## config.mk

```make
export PLATFORM = sky130hd
export DESIGN_NAME = seq_mult_ctrl
export DESIGN_NICKNAME = d
export VERILOG_FILES = /design/src/rtl/seq_mult_ctrl_pkg.sv /design/src/rtl/seq_mult_ctrl_adder_nbit.sv /design/src/rtl/seq_mult_ctrl.sv
export SDC_FILE = /design/constraint.sdc
export NUM_CORES = 1
export LEC_CHECK = 0
export ABC_AREA = 1
export CAP_MARGIN = 10
export CORE_ASPECT_RATIO = 1.1
export CORE_UTILIZATION = 46
export DETAILED_ROUTE_END_ITERATION = 10
export GPL_ROUTABILITY_DRIVEN = 0
export PLACE_DENSITY_LB_ADDON = 0.2
export RECOVER_POWER = 25
export SLEW_MARGIN = 20
export SYNTH_ARGS = -nofsm -noshare
export SYNTH_HDL_FRONTEND = slang
export SYNTH_SLANG_ARGS = --single-unit
```

## constraint.sdc

```tcl
create_clock -name Clock -period 2.3 [get_ports Clock]
set_clock_uncertainty 0.1 [all_clocks]
set_input_delay 0.575 -clock Clock [delete_from_list [all_inputs] [get_ports Clock]]
set_output_delay 0.575 -clock Clock [all_outputs]
set_load 0.01 [all_outputs]
```

## src/rtl/seq_mult_ctrl_pkg.sv

```systemverilog
// Shared definitions for the sequential shift-and-add multiplier controller:
// state encodings and the default operand width.
package seq_mult_ctrl_pkg;

    localparam int N_DEFAULT = 4;

    typedef enum logic [1:0] {
        IDLE  = 2'd0,
        ADD   = 2'd1,
        SHIFT = 2'd2,
        DONE  = 2'd3
    } state_t;

endpackage

```

## src/rtl/seq_mult_ctrl_adder_nbit.sv

```systemverilog
// N-bit ripple-carry adder built as a chain of 1-bit full adders; the single
// shared adder that the multiplier controller steps across its iterations.
module adder_nbit #(
    parameter int N = 4
) (
    input  logic [N-1:0] a,
    input  logic [N-1:0] b,
    input  logic         cin,
    output logic         cout,
    output logic [N-1:0] s
);

    always_comb begin
        logic carry;
        carry = cin;
        s     = '0;
        for (int i = 0; i < N; i++) begin
            s[i]  = a[i] ^ b[i] ^ carry;
            carry = (a[i] & b[i]) | (a[i] & carry) | (b[i] & carry);
        end
        cout = carry;
    end

endmodule

```

## src/rtl/seq_mult_ctrl.sv

```systemverilog
// Sequencing controller for an unsigned NxN shift-and-add multiplier that
// reuses one N-bit adder over N add/shift iterations and registers a 2N-bit product.
module seq_mult_ctrl
    import seq_mult_ctrl_pkg::*;
#(
    parameter int N = N_DEFAULT
) (
    input  logic           Clock,
    input  logic           Reset,
    input  logic           Start,
    input  logic [N-1:0]   A,
    input  logic [N-1:0]   B,
    output logic           Busy,
    output logic           Done,
    output logic [2*N-1:0] P,
    output state_t         dbg_state
);

    localparam int CW = $clog2(N);

    // Handshake: Start is a request sampled only in IDLE (no ready signal; a
    // Start seen in any other state is dropped, never queued). Busy marks the
    // ADD/SHIFT iterations; Done is a one-cycle pulse when P holds the new product.

    state_t        state, state_next;
    logic [N-1:0]  mcand;
    logic [N-1:0]  hi;
    logic [N-1:0]  mq;
    logic          c;
    logic [CW-1:0] cnt;
    logic [N-1:0]  sum;
    logic          cout;
    logic          last_iter;

    adder_nbit #(.N(N)) u_adder (
        .a    (hi),
        .b    (mcand),
        .cin  (1'b0),
        .cout (cout),
        .s    (sum)
    );

    assign last_iter = (cnt == CW'(N - 1));

    always_ff @(posedge Clock or posedge Reset) begin
        if (Reset) begin
            state <= IDLE;
        end else begin
            state <= state_next;
        end
    end

    always_comb begin
        state_next = IDLE;
        Busy       = 1'b0;
        Done       = 1'b0;
        case (state)
            IDLE:  state_next = Start ? ADD : IDLE;
            ADD: begin
                state_next = SHIFT;
                Busy       = 1'b1;
            end
            SHIFT: begin
                state_next = last_iter ? DONE : ADD;
                Busy       = 1'b1;
            end
            DONE: begin
                state_next = IDLE;
                Done       = 1'b1;
            end
            default: state_next = IDLE;
        endcase
    end

    assign dbg_state = state;

    always_ff @(posedge Clock or posedge Reset) begin
        if (Reset) begin
            mcand <= '0;
            hi    <= '0;
            mq    <= '0;
            c     <= 1'b0;
            cnt   <= '0;
            P     <= '0;
        end else begin
            case (state)
                IDLE: begin
                    if (Start) begin
                        mcand <= A;
                        mq    <= B;
                        hi    <= '0;
                        c     <= 1'b0;
                        cnt   <= '0;
                    end
                end
                ADD: begin
                    if (mq[0]) begin
                        hi <= sum;
                        c  <= cout;
                    end else begin
                        c  <= 1'b0;
                    end
                end
                SHIFT: begin
                    // The adder carry lands in hi[N-1], so no product bit is lost.
                    hi <= {c, hi[N-1:1]};
                    mq <= {hi[0], mq[N-1:1]};
                    c  <= 1'b0;
                    if (last_iter) begin
                        P <= {c, hi, mq[N-1:1]};
                    end else begin
                        cnt <= cnt + 1'b1;
                    end
                end
                default: ;
            endcase
        end
    end

endmodule

```

==> results.cfg <==
[status]
outcome = completed

[clock_network]
numCtsBuffers = 3
clockRootBuffer = clkbuf_4
cts_hold_buf = 0
h-tree-depth = 1
clkTransAtPathRegs_ns = 0.15
cts_tree = done
cts_num_sinks = 25
clk-insertion-delay-late_ns = 0.32
clk_path_buf_depth = 2

[critical_path]
worst_r2r_path_depth = 10
start_kind = flip-flop
slowest_stage = fa_1
path_common_cell = nand2_1
regToRegStartpoint = mcand[0]
crit_buf_inv = 2
worstSetupPathType = reg -> reg
crit_chain = ha_1 > inv_1 > fa_2 > fa_2 > inv_1 > fa_1 > nand2_1 > a21oi_1 > nand2_1 > nand2_1
cp_max_fo = 2
worst-path-stages = 10
slowest_delay_ns = 0.40
crit_end = hi[3]
r2r_slack_ns = 0.15
rr_endpoint = hi[3]
required_ns = 2.44
cp_top_family = adder cells
cp.arrival_ns = 2.28
setup.worst_path.start = mcand[0]
cp-end-kind = flip-flop

[finish]
multiInputGateArea_um2 = 552
area_growth_pct = 25.2
final_common_cell = nand2_1
nNetsFinal = 205
diodes = 0
n_fill_cell = 225
final_design_area_no_fill_mm2 = 0.00160
drive_gt1_share_pct = 9.29
final_util_pct = 62.2
final_cell_mix = nand2_1 (62), dfrtp_1 (24), inv_1 (20)
regArea_um2 = 627

[pwr]
leakagePower_nw = 0.850
seq_power_share_pct = 37.8
p_per_area_mw_per_mm2 = 1130
p_int_mw = 1.04
p_total_mw = 1.80
p_comb_share_pct = 50.8
ir_drop_v = 0.000893
pwr-share-clk_pct = 11.4
sw_frac_of_total_pct = 42.5
p_switching_mw = 0.766

[timing]
worst_pin_slew_ns = 0.467
maxSlewViolCount = 0
setup_viol = 0
fmax_mhz = 466
setup_tns_ns = 0
finalHoldViolCount = 0
fin_crit_ns = 2.15
rsz0062_at_grt = false
finalCritPeriodShare_pct = 93.4
hold_ws_ns = 0.389
slew_headroom_pct = 68.8

[synthesis]
ys_seq_area_share_pct = 49.1
yosys_register_bits = 25
synth.distinct_cells = 15
synthCells = 154
yosysWarnings = 0
synth.cell_area_mm2 = 0.00127
syn_area_per_cell_um2 = 8.28
synth_fp_nets = 175

[global_route]
use_met1_pct = 25.6
grt_max_degree = 26
gr-usage-met3_pct = 2.93
antenna_found_initial = 0
first_global_vias = 1060
gr-max-usage-layer = met2
grt_pass1_wl_mm = 4.54
overflow = 0
track_usage_pct = 20.5
grtUsageMet2_pct = 35.3

[floorplanning]
core_mm2 = 0.00257
die_area_mm2 = 0.00299
initial_utilization_pct = 49.7
ioPinCount = 23
rows = 19
die_y_um = 57.2
die_w_um = 52.2

[placed_design]
placed_area_mm2 = 0.00153
dp_hpwl_mm = 1.87
io_buffer_count = 22

[min_path]
min_from = P[3]
hold_class = reg -> reg

[job]
max_cap_violations = 0

[detailed_routing]
drt-pass1-iter-count = 4
routed_wl_mm = 2.65
wl_per_cell_um = 12.4
drtAntennaViolNets = 0
viasPerCell = 5.01
vias = 1073
drtIter0Drc = 42
drc_errors = 0
## registers in the layout (all words and copies together) (netlist names)
register and count:
cnt 2, hi 4, mq 4, c 1, dbg_state 2, mcand 4, P 8
## area by class of cell
cell class	count	share of cell area [%]
multi-input combinational	105	34.6
inverter	21	4.94
tap	31	2.43
sequential	25	39.3
clock buffer	3	1.41
clock inverter	1	0.470
timing repair buffer	28	16.9
## how the worst min path moves through the flow
stage                  end  slack (ns)  cells after the start
CTS                   P[3]        0.39                      2
floorplan           cnt[1]        0.35                      2
global placement    cnt[1]        0.36                      2
detailed placement    P[3]        0.36                      2
finish                P[3]        0.39                      2
global route        cnt[1]        0.42                      2
## cell families (layout without fill, tap and decap cells)
family	count (synthesis)	after routing	share of synthesized area, %
compound gates	18	18	7.36
flops	25	25	49.1
buf+inv	24	53	8.05
simple gates	77	77	23.9
fa+ha+maj	10	10	11.6
## power groups by stage
stage / Sequential [mW] / Combinational, mW / Clock [mW]
after global routing: 0.701 / 1.04 / 0.234
after detailed placement: 0.713 / 0.842 / 0
after floorplan: 0.709 / 0.557 / 0
after global placement: 0.701 / 0.812 / 0
final: 0.682 / 0.915 / 0.206
after CTS: 0.682 / 0.905 / 0.212
## per-layer routing
layer / share of wire (%) / wire length [µm]
met5: 0 / 0
met4: 0.60 / 16
met3: 4.2 / 112
met2: 52 / 1380
met1: 43 / 1150
## tightest hold or removal path: cells and delay by family (launching register included)
kind	cells	cell delay [ns]
DFF	1	0.37
and+or+nand+nor	2	0.09
## cells in the mapped netlist
master / number / share of area, %
nand3_1: 9 / 3.5
o21ai_2: 1 / 0.69
o21ai_0: 11 / 4.3
buf_2: 1 / 0.39
ha_1: 7 / 6.9
fa_1: 3 / 4.7
buf_4: 1 / 0.59
nor2_1: 4 / 1.2
nand2_2: 2 / 0.98
nand2_1: 62 / 18
a21oi_1: 6 / 2.4
dfrtp_1: 25 / 49
inv_1: 20 / 5.9
inv_2: 1 / 0.29
buf_6: 1 / 0.88
## through the flow
stage | setup WS [ns] | std cells
2_1_floorplan | 0.149 | 154
3_3_place_gp | 0.0973 | 206
3_5_place_dp | 0.00474 | 206
4_1_cts | 0.0136 | 213
5_1_grt | 0.0463 | 214
6_report | 0.153 | 214
## repair_timing
action                     4_1_cts  5_1_grt
buffers inserted                 3        1
pin swaps                        0        0
setup endpoints to repair        2        3
resized for setup                1        4
No activity file was read; power rests on OpenSTA's default activity.
